===== src/rtl/temp_window_counter_pkg.sv =====
// Shared types and default widths for the windowed temperature-oscillator counter.
package temp_pkg;

  typedef enum logic [1:0] {
    IDLE,
    ARM,
    COUNT,
    DONE
  } temp_state_t;

  localparam int TEMP_WIDTH     = 10;
  localparam int TEMP_WIN_WIDTH = 16;

endpackage


===== src/rtl/temp_window_counter_edge_sync.sv =====
// Brings the asynchronous oscillator into the clk domain and flags each rising edge
// as a one-cycle pulse.
module temp_edge_sync #(
  parameter int SYNC_STAGES = 2
) (
  input  logic clk,
  input  logic reset,
  input  logic osc_in,
  output logic osc_edge
);

  logic [SYNC_STAGES-1:0] sync;
  logic                   hist;

  // NOTE: sequential state always uses non-blocking assignments so every flop
  // samples the pre-edge value of its neighbour.
  always_ff @(posedge clk or negedge reset) begin
    if (!reset) begin
      sync <= '0;
      hist <= 1'b0;
    end else begin
      sync <= {sync[SYNC_STAGES-2:0], osc_in};
      hist <= sync[SYNC_STAGES-1];
    end
  end

  assign osc_edge = sync[SYNC_STAGES-1] & ~hist;

endmodule


===== src/rtl/temp_window_counter.sv =====
// Counts oscillator rising edges over a programmable clk window and reports a
// saturating result through a start/busy/done handshake.
module temp_window_counter
  import temp_pkg::*;
#(
  parameter int WIDTH       = TEMP_WIDTH,
  parameter int WIN_WIDTH   = TEMP_WIN_WIDTH,
  parameter int SYNC_STAGES = 2
) (
  input  logic                 clk,
  input  logic                 reset,
  input  logic                 osc_in,
  input  logic                 start,
  input  logic                 continuous,
  input  logic [WIN_WIDTH-1:0] window_len,
  output logic                 busy,
  output logic                 done,
  output logic [WIDTH-1:0]     result,
  output logic                 result_valid,
  output logic                 overflow
);

  localparam logic [WIDTH-1:0] CNT_MAX = '1;

  temp_state_t          state_q, state_d;
  logic [WIN_WIDTH-1:0] win_cnt;
  logic [WIDTH-1:0]     edge_cnt;
  logic                 sat;
  logic                 osc_edge;

  temp_edge_sync #(
    .SYNC_STAGES(SYNC_STAGES)
  ) u_edge_sync (
    .clk      (clk),
    .reset    (reset),
    .osc_in   (osc_in),
    .osc_edge (osc_edge)
  );

  always_ff @(posedge clk or negedge reset) begin
    if (!reset) state_q <= IDLE;
    else        state_q <= state_d;
  end

  // NOTE: next state defaults to the current one before the case so no path
  // leaves state_d unassigned, which would otherwise infer a latch.
  always_comb begin
    state_d = state_q;
    unique case (state_q)
      IDLE:  if (start) state_d = ARM;
      ARM:   state_d = (window_len == '0) ? DONE : COUNT;
      COUNT: if (win_cnt == WIN_WIDTH'(1)) state_d = DONE;
      DONE:  state_d = continuous ? ARM : IDLE;
      default: state_d = IDLE;
    endcase
  end

  always_comb begin
    busy = (state_q != IDLE);
    done = (state_q == DONE);
  end

  // Edges arriving during ARM are dropped because the counter is being cleared.
  always_ff @(posedge clk or negedge reset) begin
    if (!reset) begin
      win_cnt      <= '0;
      edge_cnt     <= '0;
      sat          <= 1'b0;
      result       <= '0;
      result_valid <= 1'b0;
      overflow     <= 1'b0;
    end else begin
      unique case (state_q)
        ARM: begin
          edge_cnt <= '0;
          sat      <= 1'b0;
          win_cnt  <= window_len;
        end
        COUNT: begin
          win_cnt <= win_cnt - WIN_WIDTH'(1);
          if (osc_edge && (edge_cnt != CNT_MAX)) begin
            edge_cnt <= edge_cnt + WIDTH'(1);
            if (edge_cnt == CNT_MAX - WIDTH'(1)) sat <= 1'b1;
          end
        end
        DONE: begin
          result       <= edge_cnt;
          overflow     <= sat;
          result_valid <= 1'b1;
        end
        default: ;
      endcase
    end
  end

endmodule


===== config.mk =====
export PLATFORM = sky130hd
export DESIGN_NAME = temp_window_counter
export DESIGN_NICKNAME = d
export VERILOG_FILES = /design/src/rtl/temp_window_counter_pkg.sv /design/src/rtl/temp_window_counter_edge_sync.sv /design/src/rtl/temp_window_counter.sv
export SDC_FILE = /design/constraint.sdc
export NUM_CORES = 1
export LEC_CHECK = 0
export CELL_PAD_IN_SITES_DETAIL_PLACEMENT = 1
export CELL_PAD_IN_SITES_GLOBAL_PLACEMENT = 1
export CORE_MARGIN = 5
export CORE_UTILIZATION = 42
export CTS_CLUSTER_SIZE = 24
export DETAILED_ROUTE_END_ITERATION = 7
export PLACE_DENSITY = 0.89
export SLEW_MARGIN = 0
export SYNTH_ARGS = -nofsm -noshare
export SYNTH_HDL_FRONTEND = slang
export SYNTH_SLANG_ARGS = --single-unit

===== constraint.sdc =====
create_clock -name clk -period 2.25 [get_ports clk]
set_input_delay 0.5625 -clock clk [delete_from_list [all_inputs] [get_ports clk]]
set_output_delay 0.5625 -clock clk [all_outputs]
set_load 0.05 [all_outputs]

==> metrics.yaml <==
logic_synthesis:
  async_flop_share: 1.000
  synth_nets: 274
  synth_edf_count: 0
  ys_seq_area_frac: 0.4574
  synth_seq_cells: 44
  synth_top_area_share: 0.4574
  synth_cell_types: 43
  synth_area_leader_cell: "dfrtp_1"
  syn_avg_cell_area_sq_um: 9.866
  yosysMostFrequentCell: "dfrtp_1"
  synth_area_leaders: "dfrtp_1 46%, mux2i_1 6.2%, mux2_2 5.1%"
  synthesis.area_sq_mm: 0.002407
  synthTopCellsByCount: "44 x dfrtp_1, 18 x a21oi_1, 18 x nand2_1, 15 x mux2i_1"
  ys.flop_type: "dfrtp_1"
  synth_cells: 244
  yosysWarnings: 0
die:
  core_sq_mm: 0.005540
  die_x_um: 85.71
  start_util: 0.4345
  rows: 27
  io_pins: 35
  die_height_um: 85.71
  dieArea_sq_mm: 0.007345
place:
  placed_area_sq_mm: 0.002887
  place_hpwl_um: 4921
  io_buffers: 34
  routabilityCongestion: 0.7965
  dp_cells: 350
layout:
  n_antenna_cell: 0
  fin_cells: 358
  layout-drive-gt1-share: 0.1259
  area_growth_pct: 24.69
  final_area_sq_mm: 0.003002
  nNetsFinal: 315
clocking:
  cts_made_buffers: 5
  ctsHoldBuffers: 0
  h-tree-depth: 2
  post_cts.repair.setup_buffers: 0
  clkTransAtPathRegs_ps: 90
  clk_path_buf_depth: 2
  postCtsResizedCells: 0
  root_buffer: "clkbuf_8"
  cts_tree: "built"
  clkSinkCount: 44
  clk_latency_ps: 310
grt:
  grt_pass1_wl_um: 11690
  grt_max_degree: 25
  grt_overflow: 0
  grt_usage: 0.1994
  grt_pass1_vias: 2293
  antenna_found_initial: 0
sta:
  setup_viol: 0
  drv_slew: 0
  fmax_mhz: 489.7
  slew-limit-headroom: 0.5997
  period_share: 0.9076
  setup_tns_ps: 0
  min_period_ps: 2042
  hold_viol: 0
  worst_pin_slew_ps: 585.4
  fin_worst_skew_ps: 9.331
  rsz0062_at_grt: "false"
  hold_ws_ps: 203.2
setup_path:
  cp_top_family: "buffers and inverters"
  cp.arrival_ps: 1480
  path_cells: "clkdlybuf4s50_1"
  path_buf_inv: 1
  path_class: "register to output pin"
  worstSetupStartpointType: "register"
  cp_max_fo: 2
  cp.required_ps: 1690
  cpMaxStageDelayCell: "clkdlybuf4s50_1"
  critPathMaxStageDelay_ps: 800
  end_kind: "output pin"
drt:
  wl_per_cell_um: 18.98
  drc_errors: 0
  drt_iter0_drc: 149
  viasPerCell: 5.961
  first_pass_iters: 4
  drt_wl_total_um: 6796
  postRouteAntennaNets: 0
  vias: 2134
power:
  p_leak_nw: 1.337
  ir_worst_vdd_mv: 0.6866
  pwr_density_cell_mw_per_mm2: 564.8
  finalPower_mw: 1.695
hold_path:
  hp-class: "primary input to asynchronous set/reset pin"
run_status:
  status: "completed"
flow_run:
  cap_violations: 0
## worst register-to-register path, cell delays in order (launching register included)
cell	delay, ps
dfrtp_1	430
inv_1	110
ha_1	210
or4b_4	530
nor4_1	290
mux2i_1	240
a21oi_1	80
## stage by stage
step | util | setup slack [ps]
after floorplan | - | 468.9
after global placement | 0.5210 | 241.6
after detailed placement | 0.5210 | 177.5
after CTS | 0.5418 | 187.4
after global routing | 0.5418 | 135.0
final | 0.5418 | 207.9
## cells by family after synthesis
group	synth area share
flops	0.4574
simple gates	0.2058
compound gates	0.1414
mux	0.1138
buf+inv	0.03118
xor+xnor	0.003639
fa+ha+maj	0.04678
## where the power goes
part           leakage [nW]  total (mW)  internal (mW)  switching [mW]
logic                 0.744       0.153         0.0763          0.0762
registers             0.538       0.902          0.830          0.0713
clock network        0.0548       0.641          0.335           0.306
## layout by cell type, fill, tap and decap left out, types with 6 or more instances in the layout
cell,count
clkdlybuf4s50_1,31
nor3_1,10
mux2i_1,15
nand2_1,18
o22ai_1,13
buf_4,9
o21ai_0,6
nor2_1,13
ha_1,9
inv_1,11
nand3_1,12
dfrtp_1,44
a21oi_1,18
mux2_2,11
## registers in the layout (all words and copies together), names as in the netlist
signal,flops
edge_cnt,10
overflow,1
result_valid,1
u_edge_sync.sync,2
state_q,2
u_edge_sync.hist,1
win_cnt,16
sat,1
result,10
## layout make-up
type / count / area (sq um)
fillers: 639 / 2539
multi-input cells: 180 / 1231
flip-flops and latches: 44 / 1101
repair buffers: 43 / 422.9
well taps: 72 / 90.09
clock buffers: 5 / 68.82
clock inverters: 3 / 46.29
inverters: 11 / 41.29
## metal layers
layer  vias to the layer above  routed length (um)  global-route usage
li1                       1000                   -                   -
met1                      1086                3072              0.2663
met2                        38                3417              0.3291
met3                        10                 204             0.03554
met4                         0                 102             0.06187
met5                         -                   0                   0
## final timing paths
path | to | depth (start not counted) | start | slack (ps)
max | result[6] | 1 | result[6]$_DFFE_PN0N_ | 210
min | result[6]$_DFFE_PN0N_ | 1 | reset | 200
max reg2reg | win_cnt[14]$_DFFE_PN0P_ | 6 | win_cnt[1]$_DFFE_PN0P_ | 240
min reg2reg | u_edge_sync.sync[1]$_DFF_PN0_ | 0 | u_edge_sync.sync[0]$_DFF_PN0_ | 360
max in group asynchronous | win_cnt[12]$_DFFE_PN0P_ | 2 | reset | 1550
min in group clk | u_edge_sync.sync[1]$_DFF_PN0_ | 0 | u_edge_sync.sync[0]$_DFF_PN0_ | 360
Note: power is estimated with default switching activity, not from simulation.
